File: config.mk
export PLATFORM = sky130hd
export DESIGN_NAME = dmem_arbiter
export DESIGN_NICKNAME = d
export VERILOG_FILES = /design/src/rtl/dmem_arbiter.sv
export SDC_FILE = /design/constraint.sdc
export NUM_CORES = 1
export LEC_CHECK = 0
export ABC_AREA = 1
export CAP_MARGIN = 20
export CORE_MARGIN = 2
export CORE_UTILIZATION = 43
export CTS_CLUSTER_SIZE = 24
export DETAILED_ROUTE_END_ITERATION = 7
export GPL_TIMING_DRIVEN = 0
export PLACE_DENSITY_LB_ADDON = 0.08
export SLEW_MARGIN = 10
export SYNTH_ARGS = -nofsm -noshare
export SYNTH_HDL_FRONTEND = slang
export SYNTH_SLANG_ARGS = --single-unit
File: constraint.sdc
create_clock -name clk_i -period 1.8 [get_ports clk_i]
set_input_delay 0.45 -clock clk_i [delete_from_list [all_inputs] [get_ports clk_i]]
set_output_delay 0.45 -clock clk_i [all_outputs]
set_load 0.02 [all_outputs]
File: src/rtl/dmem_arbiter.sv
// Two-port arbiter/sequencer in front of the single-port registered-read DMEM.
// Define DMEM_ARB_RR_EN for round-robin conflict resolution; otherwise port 0 has fixed priority.
module dmem_arbiter #(
  parameter int n       = 8,
  parameter int address = 11
) (
  input  logic               clk_i,
  input  logic               rst_ni,
  input  logic               req0_i,
  input  logic               req1_i,
  input  logic               we0_i,
  input  logic               we1_i,
  input  logic [address-1:0] addr0_i,
  input  logic [address-1:0] addr1_i,
  input  logic [n-1:0]       wdata0_i,
  input  logic [n-1:0]       wdata1_i,
  output logic               gnt0_o,
  output logic               gnt1_o,
  output logic               rvalid0_o,
  output logic               rvalid1_o,
  output logic [n-1:0]       rdata0_o,
  output logic [n-1:0]       rdata1_o,
  output logic [address-1:0] mem_addr_o,
  output logic [n-1:0]       mem_st_data_o,
  output logic               mem_st_en_o,
  input  logic [n-1:0]       mem_ld_data_i,
  output logic               busy_o
);

  typedef enum logic [1:0] {
    IDLE   = 2'd0,
    ACCESS = 2'd1,
    RESP   = 2'd2
  } state_t;

  state_t state_q, state_d;
  logic   last_q;
  logic   win_q;
  logic   we_q;
  logic   any_req;
  logic   prefer1;
  logic   pick;

`ifdef DMEM_ARB_RR_EN
  assign prefer1 = ~last_q;
`else
  // Fixed priority never consults last_q; it is still tracked so both builds share state.
  assign prefer1 = 1'b0 & last_q;
`endif

  // pick = 1 selects port 1
  assign any_req = req0_i | req1_i;
  assign pick    = req1_i & (~req0_i | prefer1);

  always_comb begin
    state_d = state_q;
    unique case (state_q)
      IDLE:    if (any_req) state_d = ACCESS;
      ACCESS:  state_d = we_q ? IDLE : RESP;
      RESP:    state_d = IDLE;
      default: state_d = IDLE;
    endcase
  end

  always_ff @(posedge clk_i or negedge rst_ni) begin
    if (!rst_ni) begin
      state_q       <= IDLE;
      last_q        <= 1'b1;
      win_q         <= 1'b0;
      we_q          <= 1'b0;
      mem_addr_o    <= '0;
      mem_st_data_o <= '0;
      rdata0_o      <= '0;
      rdata1_o      <= '0;
      rvalid0_o     <= 1'b0;
      rvalid1_o     <= 1'b0;
    end else begin
      state_q   <= state_d;
      rvalid0_o <= 1'b0;
      rvalid1_o <= 1'b0;
      if (state_q == IDLE && any_req) begin
        win_q         <= pick;
        last_q        <= pick;
        we_q          <= pick ? we1_i    : we0_i;
        mem_addr_o    <= pick ? addr1_i  : addr0_i;
        mem_st_data_o <= pick ? wdata1_i : wdata0_i;
      end
      if (state_q == RESP) begin
        if (win_q) begin
          rdata1_o  <= mem_ld_data_i;
          rvalid1_o <= 1'b1;
        end else begin
          rdata0_o  <= mem_ld_data_i;
          rvalid0_o <= 1'b1;
        end
      end
    end
  end

  assign gnt0_o      = (state_q == ACCESS) & ~win_q;
  assign gnt1_o      = (state_q == ACCESS) &  win_q;
  assign mem_st_en_o = (state_q == ACCESS) &  we_q;
  assign busy_o      = (state_q != IDLE);

endmodule

==> metrics.yaml, run 1 <==
routing:
  drc: 0
  first_pass_iters: 4
  vias: 1826
  postRouteAntennaNets: 0
  post_drt_via_cell_ratio: 4.73
  drt-wirelength-per-cell_um: 12.3
  drtIter0Drc: 78
  routed_wl_um: 4740
timing:
  max_clock_freq_ghz: 0.583
  worst_slew_pin_slew_ns: 0.520
  fin_setup_tns_ns: 0
  period_share_pct: 95.3
  rsz0062_at_grt: "false"
  maxSlewHeadroom_pct: 65.3
  finalSetupViolCount: 0
  min_period_ns: 1.72
  skew_ns: 0.00696
  drv_slew: 0
  timing.final.hold_violations: 0
setup_path:
  crit_fanout: 2
  ff2ff_setup_slack_ns: 0.59
  cp_cell_sequence: "clkdlybuf4s50_1"
  worstPathArrival_ns: 1.27
  slowest_stage: "clkdlybuf4s50_1"
  cp-end-kind: "primary output"
  critPathBufInv: 1
  slowest_delay_ns: 0.61
  path_class: "flop to primary output"
  path_delay_family: "buffers and inverters"
  cp.required_ns: 1.35
  startpoint_type: "flop"
layout:
  drive_gt1_share_pct: 8.93
  multiInputGateArea_um2: 691
  regArea_um2: 1030
  final_area_um2: 2970
  n_antenna_cell: 0
  utilization_pct: 73.1
  area_growth_pct: 61.3
  nets: 387
  n_fill_cell: 334
floorplan:
  rows: 23
  die_h_um: 69.4
  start_util_pct: 45.3
  die_area_um2: 4810
  die_width_um: 69.4
  ios: 93
  core_um2: 4060
grt:
  grt_use_total_pct: 20.4
  grt_pass1_vias: 1712
  antenna_found_initial: 0
  grt_max_degree: 22
  grt_pass1_wl_um: 7890
  overflow: 0
synth:
  seq_area_frac_synth_pct: 55.8
  ys_types: 12
  ys_warn_count: 0
  synthSimpleGateAreaFrac_pct: 32.7
  synth_area_um2: 1840
  synth_top_family_by_area: "simple AND/OR/NAND/NOR gates"
  synth_seq_cells: 41
  syn_nets: 287
  syn_area_per_cell_um2: 7.82
  synth-adder-area-share_pct: 0
  syn_inst: 235
  muxShareOfSynthArea_pct: 0
  synth_xor_area_share_pct: 0
  synth_compound_area_share_pct: 4.90
clock_tree:
  clkSinkCount: 41
  insertion_delay_ns: 0.29
  htreeDepth: 2
  cts_tree: "done"
  post_cts.repair.setup_buffers: 0
  clk_pin_slew_ns: 0.08
  clockBufferDepth: 2
  clockRootBuffer: "clkbuf_8"
  cts_buffers: 5
pwr:
  vdd_drop_max_v: 0.00114
  p_per_area_nw_per_um2: 1630
  leakagePower_nw: 1.51
status:
  status: "finished clean"
worst_hold_path:
  hold_path.class: "input port to asynchronous set/reset pin"
placed_design:
  hpwlAfterDp_um: 3520
  io_buffer_count: 92
  place_area_um2: 2840
  gp_congestion: 0.799
job:
  max-cap-violations: 0
cells in the mapped netlist:
| library cell | count | share of area [%] |
|---|---|---|
| nand2_1 | 119 | 24 |
| buf_4 | 2 | 0.82 |
| inv_1 | 13 | 2.7 |
| nor2_2 | 1 | 0.34 |
| inv_2 | 2 | 0.41 |
| buf_2 | 10 | 2.7 |
| nand3_2 | 2 | 1.1 |
| o21ai_1 | 17 | 4.6 |
| o21ai_0 | 1 | 0.27 |
| nor2_1 | 6 | 1.2 |
| dfrtp_1 | 41 | 56 |
| nand3_1 | 21 | 5.7 |
path summary, 6_finish.rpt:
| path | from | end | cells after the start |
|---|---|---|---|
| worst max-delay path | rdata0_o[3] | rdata0_o[3] | 1 |
| worst min-delay path | rst_ni | mem_addr_o[4] | 1 |
| worst max register to register | win_q | rdata0_o[6] | 5 |
| worst min register to register | we_q | state_q[1] | 1 |
| max in group asynchronous | rst_ni | rdata1_o[3] | 2 |
| min in group clk_i | we_q | state_q[1] | 1 |
cells by family (layout without fill, tap and decap cells):
logic type,count (synthesis),after routing
flip-flops,41,41
AO/OA/AOI/OAI,18,18
AND/OR/NAND/NOR,149,149
buffers and inverters,27,128
flip-flops by register name (all words and copies together), names as in the netlist:
signal         cells
state_q            2
rdata0_o           8
rdata1_o           8
mem_st_data_o      8
mem_addr_o        11
rvalid0_o          1
rvalid1_o          1
we_q               1
win_q              1
cell type report:
cell class	instances	share of cell area [%]
Clock inverter	3	2.32
Timing Repair Buffer	93	31.3
Clock buffer	5	2.32
Inverter	15	1.90
Sequential cell	41	34.6
Tap cell	50	2.11
Multi-Input combinational cell	167	23.3
Buffer	12	2.19
stage by stage:
step / hold slack [ns] / total power, mW / std cells / worst slack [ns]
after floorplan: 0.154 / 2.81 / 235 / 0.511
after global routing: 0.161 / 5.16 / 386 / 0.0318
after CTS: 0.129 / 4.90 / 386 / 0.00449
after detailed placement: 0.450 / 4.02 / 378 / 0.0518
final: 0.121 / 4.83 / 386 / 0.0844
after global placement: 0.449 / 3.97 / 377 / -0.769
power by group:
group | switching [mW] | total [mW] | internal, mW
combinational | 1.28 | 2.37 | 1.08
clock | 0.319 | 0.877 | 0.558
sequential | 0.236 | 1.59 | 1.35
cells in the final DEF (no fill, tap or decap):
| cell | n |
|---|---|
| clkdlybuf4s50_1 | 87 |
| buf_2 | 11 |
| buf_4 | 2 |
| dlygate4sd2_1 | 1 |
| inv_6 | 1 |
| nor2_2 | 1 |
| dfrtp_1 | 41 |
| inv_2 | 2 |
| nand3_2 | 2 |
| nor2_1 | 6 |
| nand2_1 | 119 |
| nand3_1 | 21 |
| o21ai_1 | 17 |
| buf_16 | 1 |
| bufinv_16 | 2 |
| clkbuf_8 | 5 |
| o21ai_0 | 1 |
| clkbuf_2 | 3 |
| inv_1 | 13 |
metal layers:
metal	GRT usage (%)	wire [um]	vias to the layer above
li1	-	-	931
met5	0	0	-
met2	33.3	2240	63
met1	25.8	2100	826
met4	6.10	50	0
met3	6.98	340	6
repair_timing:
action,in CTS,in global routing
hold buffers,0,0
resized for setup,5,5
endpoints found under the setup margin,4,3
No activity file was read; power rests on OpenSTA's default activity.
==> run 2: changes to the inputs <==
CORE_UTILIZATION = 40   (was 43)
RECOVER_POWER = 100   (was not set)
clock period = 1.68 ns   (was 1.8 ns; I/O delays follow)
==> run 2 against run 1 <==
Compared with the run above:
- cell count is 0.78% higher
- hold slack gained 0.27 ns
- clock power is 8.8% higher
- critical endpoint is now rvalid0_o
==> metrics.yaml, run 2 (synthesis gave the netlist of run 1 again) <==
status:
  status: "finished clean"  # unchanged
layout:
  largest_reg_flops: 11  # unchanged
  drive_gt1_share_pct: 6.82  # was 8.93%
  n_fill_cell: 408  # was 334
  area_growth_pct: 56.8  # was 61.3%
  regMostFlops: "mem_addr_o"  # unchanged
  final_cell_mix: "119 x nand2_1, 51 x clkdlybuf4s50_1, 41 x dfrtp_1, 29 x dlygate4sd2_1, 23 x nand3_1"  # was 119 x nand2_1, 87 x clkdlybuf4s50_1, 41 x dfrtp_1, 21 x nand3_1, 17 x o21ai_1
  n_antenna_cell: 0  # unchanged
  nets: 388  # was 387
  final_common_cell: "nand2_1"  # unchanged
routing:
  drtIter0Drc: 62  # was 78
  first_pass_iters: 4  # unchanged
  drc: 0  # unchanged
  post_drt_via_cell_ratio: 4.74  # was 4.73
  vias: 1844  # was 1826
  drt-wirelength-per-cell_um: 12.5  # was 12.3 um
  routed_wl_um: 4860  # was 4740 um
  postRouteAntennaNets: 0  # unchanged
setup_path:
  cp.required_ns: 1.26  # was 1.35 ns
  path_class: "flop to primary output"  # unchanged
  slowest_stage: "clkdlybuf4s50_1"  # unchanged
  slowest_delay_ns: 0.59  # was 0.61 ns
  startpoint_type: "flop"  # unchanged
  worstPathArrival_ns: 1.21  # was 1.27 ns
  cp_cell_sequence: "clkdlybuf4s50_1"  # unchanged
  crit_fanout: 1  # was 2
  cp-end-kind: "primary output"  # unchanged
  path_delay_family: "buffers and inverters"  # unchanged
  r2r-start: "state_q[1]"  # was win_q
  reg2reg_depth: 4  # was 5
  critPathBufInv: 1  # unchanged
  r2r_end: "rdata0_o[1]"  # was rdata0_o[6]
  ff2ff_setup_slack_ns: 0.20  # was 0.59 ns
grt:
  grt_pass1_vias: 1727  # was 1712
  grt_use_total_pct: 20.3  # was 20.4%
  antenna_found_initial: 0  # unchanged
  overflow: 0  # unchanged
  grt_pass1_wl_um: 8090  # was 7890 um
  grt_max_degree: 23  # was 22
clock_tree:
  htreeDepth: 2  # unchanged
  clockRootBuffer: "clkbuf_8"  # unchanged
  clockBufferDepth: 2  # unchanged
  clk_pin_slew_ns: 0.08  # about the same
  cts_tree: "done"  # unchanged
  cts_buffers: 5  # unchanged
  hold_buffers: 0  # unchanged
  insertion_delay_ns: 0.30  # was 0.29 ns
  clkSinkCount: 41  # unchanged
timing:
  drv_slew: 0  # unchanged
  rsz0062_at_grt: "false"  # unchanged
  period_share_pct: 97.3
  max_clock_freq_ghz: 0.612
  min_period_ns: 1.63
  skew_ns: 0.00447  # was 0.00696 ns
  worst_slew_pin_slew_ns: 1.30  # was 0.520 ns
  hold_slack_ns: 0.388  # was 0.121 ns
  maxSlewHeadroom_pct: 13.2  # was 65.3%
  timing.final.hold_violations: 0  # unchanged
  finalSetupViolCount: 0  # unchanged
pwr:
  power_mw: 4.82  # was 4.83 mW
  leakagePower_nw: 1.56  # was 1.51 nW
  p_per_area_nw_per_um2: 1670  # was 1630 nW/um2
  vdd_drop_max_v: 0.000933  # was 0.00114 V
placed_design:
  hpwlAfterDp_um: 3510  # was 3520 um
  gp_congestion: 0.767  # was 0.799
  io_buffer_count: 92  # unchanged
floorplan:
  core_um2: 4380  # was 4060 um2
  die_h_um: 71.8  # was 69.4 um
  rows: 24  # was 23
  start_util_pct: 41.9  # was 45.3%
  ios: 93  # unchanged
  die_width_um: 71.8  # was 69.4 um
  die_area_um2: 5150  # was 4810 um2
job:
  max-cap-violations: 0  # unchanged
worst_hold_path:
  hold_path.class: "input port to asynchronous set/reset pin"  # unchanged
run 2: cell type report:
type / count / area (um2) / area share, %
sequential: 41 / 1030 / 35.6
buffer: 12 / 58.8 / 2.04
clock buffer: 5 / 68.8 / 2.39
timing repair buffer: 94 / 861 / 29.9
multi-input combinational: 167 / 678 / 23.5
clock inverter: 3 / 68.8 / 2.39
inverter: 15 / 56.3 / 1.95
tap: 52 / 65.1 / 2.26
run 2: worst max-delay path by stage:
stage | startpoint | to | slack, ns | cells after the start
4_1_cts | mem_addr_o[1] | mem_addr_o[1] | 0.0002 | 1
5_1_grt | rvalid0_o | rvalid0_o | 0.002 | 1
3_3_place_gp | rst_ni | rdata0_o[6] | -0.87 | 1
3_5_place_dp | state_q[1] | gnt0_o | -0.06 | 4
2_1_floorplan | state_q[1] | gnt0_o | 0.42 | 3
6_report | rvalid0_o | rvalid0_o | 0.05 | 1
run 2: routing by layer:
| layer | global-route usage (%) | vias up | wire length (um) | share of wire, % |
|---|---|---|---|---|
| li1 | - | 926 | - | - |
| met1 | 26.9 | 845 | 2150 | 44 |
| met2 | 31.8 | 64 | 2260 | 47 |
| met3 | 5.06 | 9 | 348 | 7.2 |
| met4 | 8.81 | 0 | 101 | 2.1 |
| met5 | 0 | - | 0 | 0 |
run 2: timing repair:
item | CTS | global route
resized for setup | 40 | 9
setup buffers | 1 | 0
setup endpoints to repair | 33 | 9
run 2: through the flow:
stage | util, % | cell area [um2] | setup slack, ns | setup TNS, ns | std cells
6_report | 65.8 | 2880 | 0.0461 | 0 | 389
3_5_place_dp | 64.9 | 2850 | -0.0586 | -0.128 | 380
3_3_place_gp | 64.4 | 2820 | -0.868 | -35.59 | 379
2_1_floorplan | - | 1840 | 0.421 | 0 | 235
5_1_grt | 65.8 | 2880 | 0.00152 | 0 | 389
4_1_cts | 67.3 | 2950 | 0.000245 | 0 | 389
run 2: where the power goes:
| group | total (mW) | internal [mW] | switching [mW] |
|---|---|---|---|
| Combinational | 2.18 | 0.815 | 1.36 |
| Clock | 0.954 | 0.598 | 0.356 |
| Sequential | 1.69 | 1.45 | 0.238 |
==> run 3: changes to the inputs <==
ABC_AREA = not set   (was 1)
CORE_UTILIZATION = 41   (was 40)
TNS_END_PERCENT = 30   (was not set)
==> run 3 against run 2 <==
Compared with the run above:
- sequential cell count unchanged
- critical path type is now input port to flop
- global-route usage down 3.5 points
- cell area shrank 0.78%
- sequential power is 5% higher
- synthesized area is 5.3% higher
- maximum frequency decreased by 0.96%
- sequential share of layout area up 0.28 points
- worst setup slack got worse by 0.016 ns
- clock power is 21% lower
==> metrics.yaml, run 3 <==
timing:
  rsz0062_at_grt: "true"  # was false
  period_share_pct: 98.2  # was 97.3%
  finalSetupViolCount: 0  # unchanged
  max_clock_freq_ghz: 0.606  # was 0.612 GHz
  fin_setup_tns_ns: 0  # unchanged
  timing.final.hold_violations: 0  # unchanged
  worst_slew_pin_slew_ns: 0.785  # was 1.30 ns
  min_period_ns: 1.65  # was 1.63 ns
  skew_ns: 0.00366  # was 0.00447 ns
  maxSlewHeadroom_pct: 47.6  # was 13.2%
  drv_slew: 0  # unchanged
synth:
  synth_top_cells_by_area: "dfrtp_1 53%, mux2_4 29%, mux2_2 9.3%"  # was dfrtp_1 56%, nand2_1 24%, nand3_1 5.7%
  synthTopCellsByCount: "41 x dfrtp_1, 38 x mux2_4, 16 x mux2_2"  # was 119 x nand2_1, 41 x dfrtp_1, 21 x nand3_1, 17 x o21ai_1, 13 x inv_1
  synth_top_area_share_pct: 53.0  # was 55.8%
  syn_nets: 170  # was 287
  ys_warn_count: 0  # unchanged
  seq_area_frac_synth_pct: 53.0  # was 55.8%
  synth_area_um2: 1940  # was 1840 um2
  yosysMostFrequentCell: "dfrtp_1"  # was nand2_1
  synth-edff-count: 0  # unchanged
  async_flop_share_pct: 100  # unchanged
  synth_top_area_cell: "dfrtp_1"  # unchanged
  synth_seq_cells: 41  # unchanged
  ys.flop_type: "dfrtp_1"  # unchanged
  syn_area_per_cell_um2: 16.4  # was 7.82 um2
  syn_inst: 118  # was 235
  ys_types: 15  # was 12
placed_design:
  dp.cells: 263  # was 380
  gp_congestion: 0.661  # was 0.767
  io_buffer_count: 92  # unchanged
  hpwlAfterDp_um: 3160  # was 3510 um
pwr:
  leakagePower_nw: 1.35  # was 1.56 nW
  vdd_drop_max_v: 0.000874  # was 0.000933 V
  power.internal_mw: 3.14  # was 2.86 mW
  p_switching_mw: 1.91  # was 1.96 mW
  swShare_pct: 37.8  # was 40.6%
  p_seq_share_pct: 35.1  # was 35.0%
  clkPwrFrac_pct: 15.0  # was 19.8%
  combPwrFrac_pct: 49.9  # was 45.2%
  p_per_area_nw_per_um2: 1760  # was 1670 nW/um2
routing:
  routed_wl_um: 4260  # was 4860 um
  vias: 1289  # was 1844
  postRouteAntennaNets: 0  # unchanged
  drc: 0  # unchanged
  drt-wirelength-per-cell_um: 15.8  # was 12.5 um
  first_pass_iters: 3  # was 4
  post_drt_via_cell_ratio: 4.77  # was 4.74
  drtIter0Drc: 35  # was 62
layout:
  area_growth_pct: 47.8  # was 56.8%
  final_cell_mix: "51 x clkdlybuf4s50_1, 41 x dfrtp_1, 38 x mux2_4, 24 x clkbuf_1, 16 x mux2_2"  # was 119 x nand2_1, 51 x clkdlybuf4s50_1, 41 x dfrtp_1, 29 x dlygate4sd2_1, 23 x nand3_1
  regMostFlops: "mem_addr_o"  # unchanged
  drive_gt1_share_pct: 33.9  # was 6.82%
  nets: 270  # was 388
  final_common_cell: "clkdlybuf4s50_1"  # was nand2_1
  largest_reg_flops: 11  # unchanged
  final_cells: 270  # was 389
  utilization_pct: 64.4  # was 65.8%
  n_antenna_cell: 0  # unchanged
grt:
  antenna_found_initial: 0  # unchanged
  overflow: 0  # unchanged
  grt_pass1_vias: 1363  # was 1727
  grt_use_total_pct: 16.8  # was 20.3%
  grt_pass1_wl_um: 6680  # was 8090 um
  grt_max_degree: 28  # was 23
setup_path:
  ff2ff_setup_slack_ns: 0.19  # was 0.20 ns
  path_class: "input port to flop"  # was flop to primary output
  slowest_stage: "clkdlybuf4s50_1"  # unchanged
  cp_cell_sequence: "clkdlybuf4s50_1, nand2b_4, buf_6, mux2_4, mux2_4"  # was clkdlybuf4s50_1
  startpoint_type: "input port"  # was flop
  cp.required_ns: 1.85  # was 1.26 ns
  cp-end-kind: "flop"  # was primary output
  slowest_delay_ns: 0.50  # was 0.59 ns
  worstPathArrival_ns: 1.82  # was 1.21 ns
  crit_fanout: 10  # was 1
  cpMostUsedCell: "mux2_4"
floorplan:
  ios: 93  # unchanged
  start_util_pct: 43.6  # was 41.9%
  core_um2: 4440  # was 4380 um2
  die_width_um: 72.7  # was 71.8 um
  rows: 24  # unchanged
  die_area_um2: 5290  # was 5150 um2
  die_h_um: 72.7  # was 71.8 um
status:
  status: "finished clean"  # unchanged
clock_tree:
  clkSinkCount: 41  # unchanged
  clockRootBuffer: "clkbuf_8"  # unchanged
  htreeDepth: 2  # unchanged
  clk_pin_slew_ns: 0.08  # about the same
  clockBufferDepth: 2  # unchanged
  insertion_delay_ns: 0.28  # was 0.30 ns
  cts_tree: "done"  # unchanged
  cts_buffers: 5  # unchanged
worst_hold_path:
  hold_path.class: "input port to asynchronous set/reset pin"  # unchanged
job:
  max-cap-violations: 0  # unchanged
[run 3: worst paths after layout]
kind                            startpoint               end  cells after the start
worst max-delay path                req0_i     mem_addr_o[6]                      5
worst min-delay path                rst_ni       rdata0_o[1]                      1
worst max register to register  state_q[0]     mem_addr_o[6]                      4
worst min register to register        we_q        state_q[1]                      1
max in group asynchronous           rst_ni  mem_st_data_o[5]                      2
min in group clk_i                    we_q        state_q[1]                      1
[run 3: area by class of cell]
class                   instances  area, um2
clock buffers                   5       68.8
clock inverters                 2       35.0
fillers                       365       1580
plain buffers                   5       53.8
well taps                      52       65.1
inverters                       4       15.0
repair buffers                 93        739
multi-input cells              68        857
flip-flops and latches         41       1030
[run 3: metrics by stage]
step                      hold WS (ns)  instance area, um2  worst slack (ns)  total power [mW]
final                            0.186                2860            0.0301              5.04
after global placement           0.422                2920            -0.796              4.73
after global routing             0.249                2860          -0.00370              5.33
after floorplan                  0.124                1940             0.322              3.46
after CTS                       0.0381                3010           0.00117              5.42
after detailed placement         0.354                2940            -0.260              4.81
[run 3: repair_timing]
| item | CTS | global route |
|---|---|---|
| endpoints found under the setup margin | 17 | 33 |
| resized for setup | 26 | 29 |
| setup buffers | 0 | 0 |
| hold buffers | 0 | 0 |
[run 3: power by group through the flow]
stage,Sequential (mW),Combinational [mW],Clock (mW)
2_1_floorplan,2.30,1.16,0
3_3_place_gp,1.75,2.98,0
3_5_place_dp,1.77,3.03,0
4_1_cts,1.76,2.88,0.776
5_1_grt,1.83,2.67,0.826
6_report,1.77,2.52,0.756
[run 3: critical path, delay by kind of cell]
family / cells / cell delay (ns)
buffers and inverters: 2 / 0.68
AND/OR/NAND/NOR: 1 / 0.15
multiplexers: 2 / 0.57
[run 3: routing by layer]
metal	global-route usage [%]	vias up	wire length, um
li1	-	605	-
met5	0	-	0
met3	4.70	4	245
met2	27.5	52	2130
met4	3.70	0	34
met1	22.5	628	1850
[run 3: cell families (layout without fill, tap and decap cells)]
family / count (synthesis) / after routing / synth area share [%]
muxes: 56 / 56 / 39.8
and+or+nand+nor: 9 / 9 / 2.91
AOI/OAI and AO/OA: 3 / 3 / 0.905
buffers and inverters: 9 / 109 / 3.36
DFF: 41 / 41 / 53.0
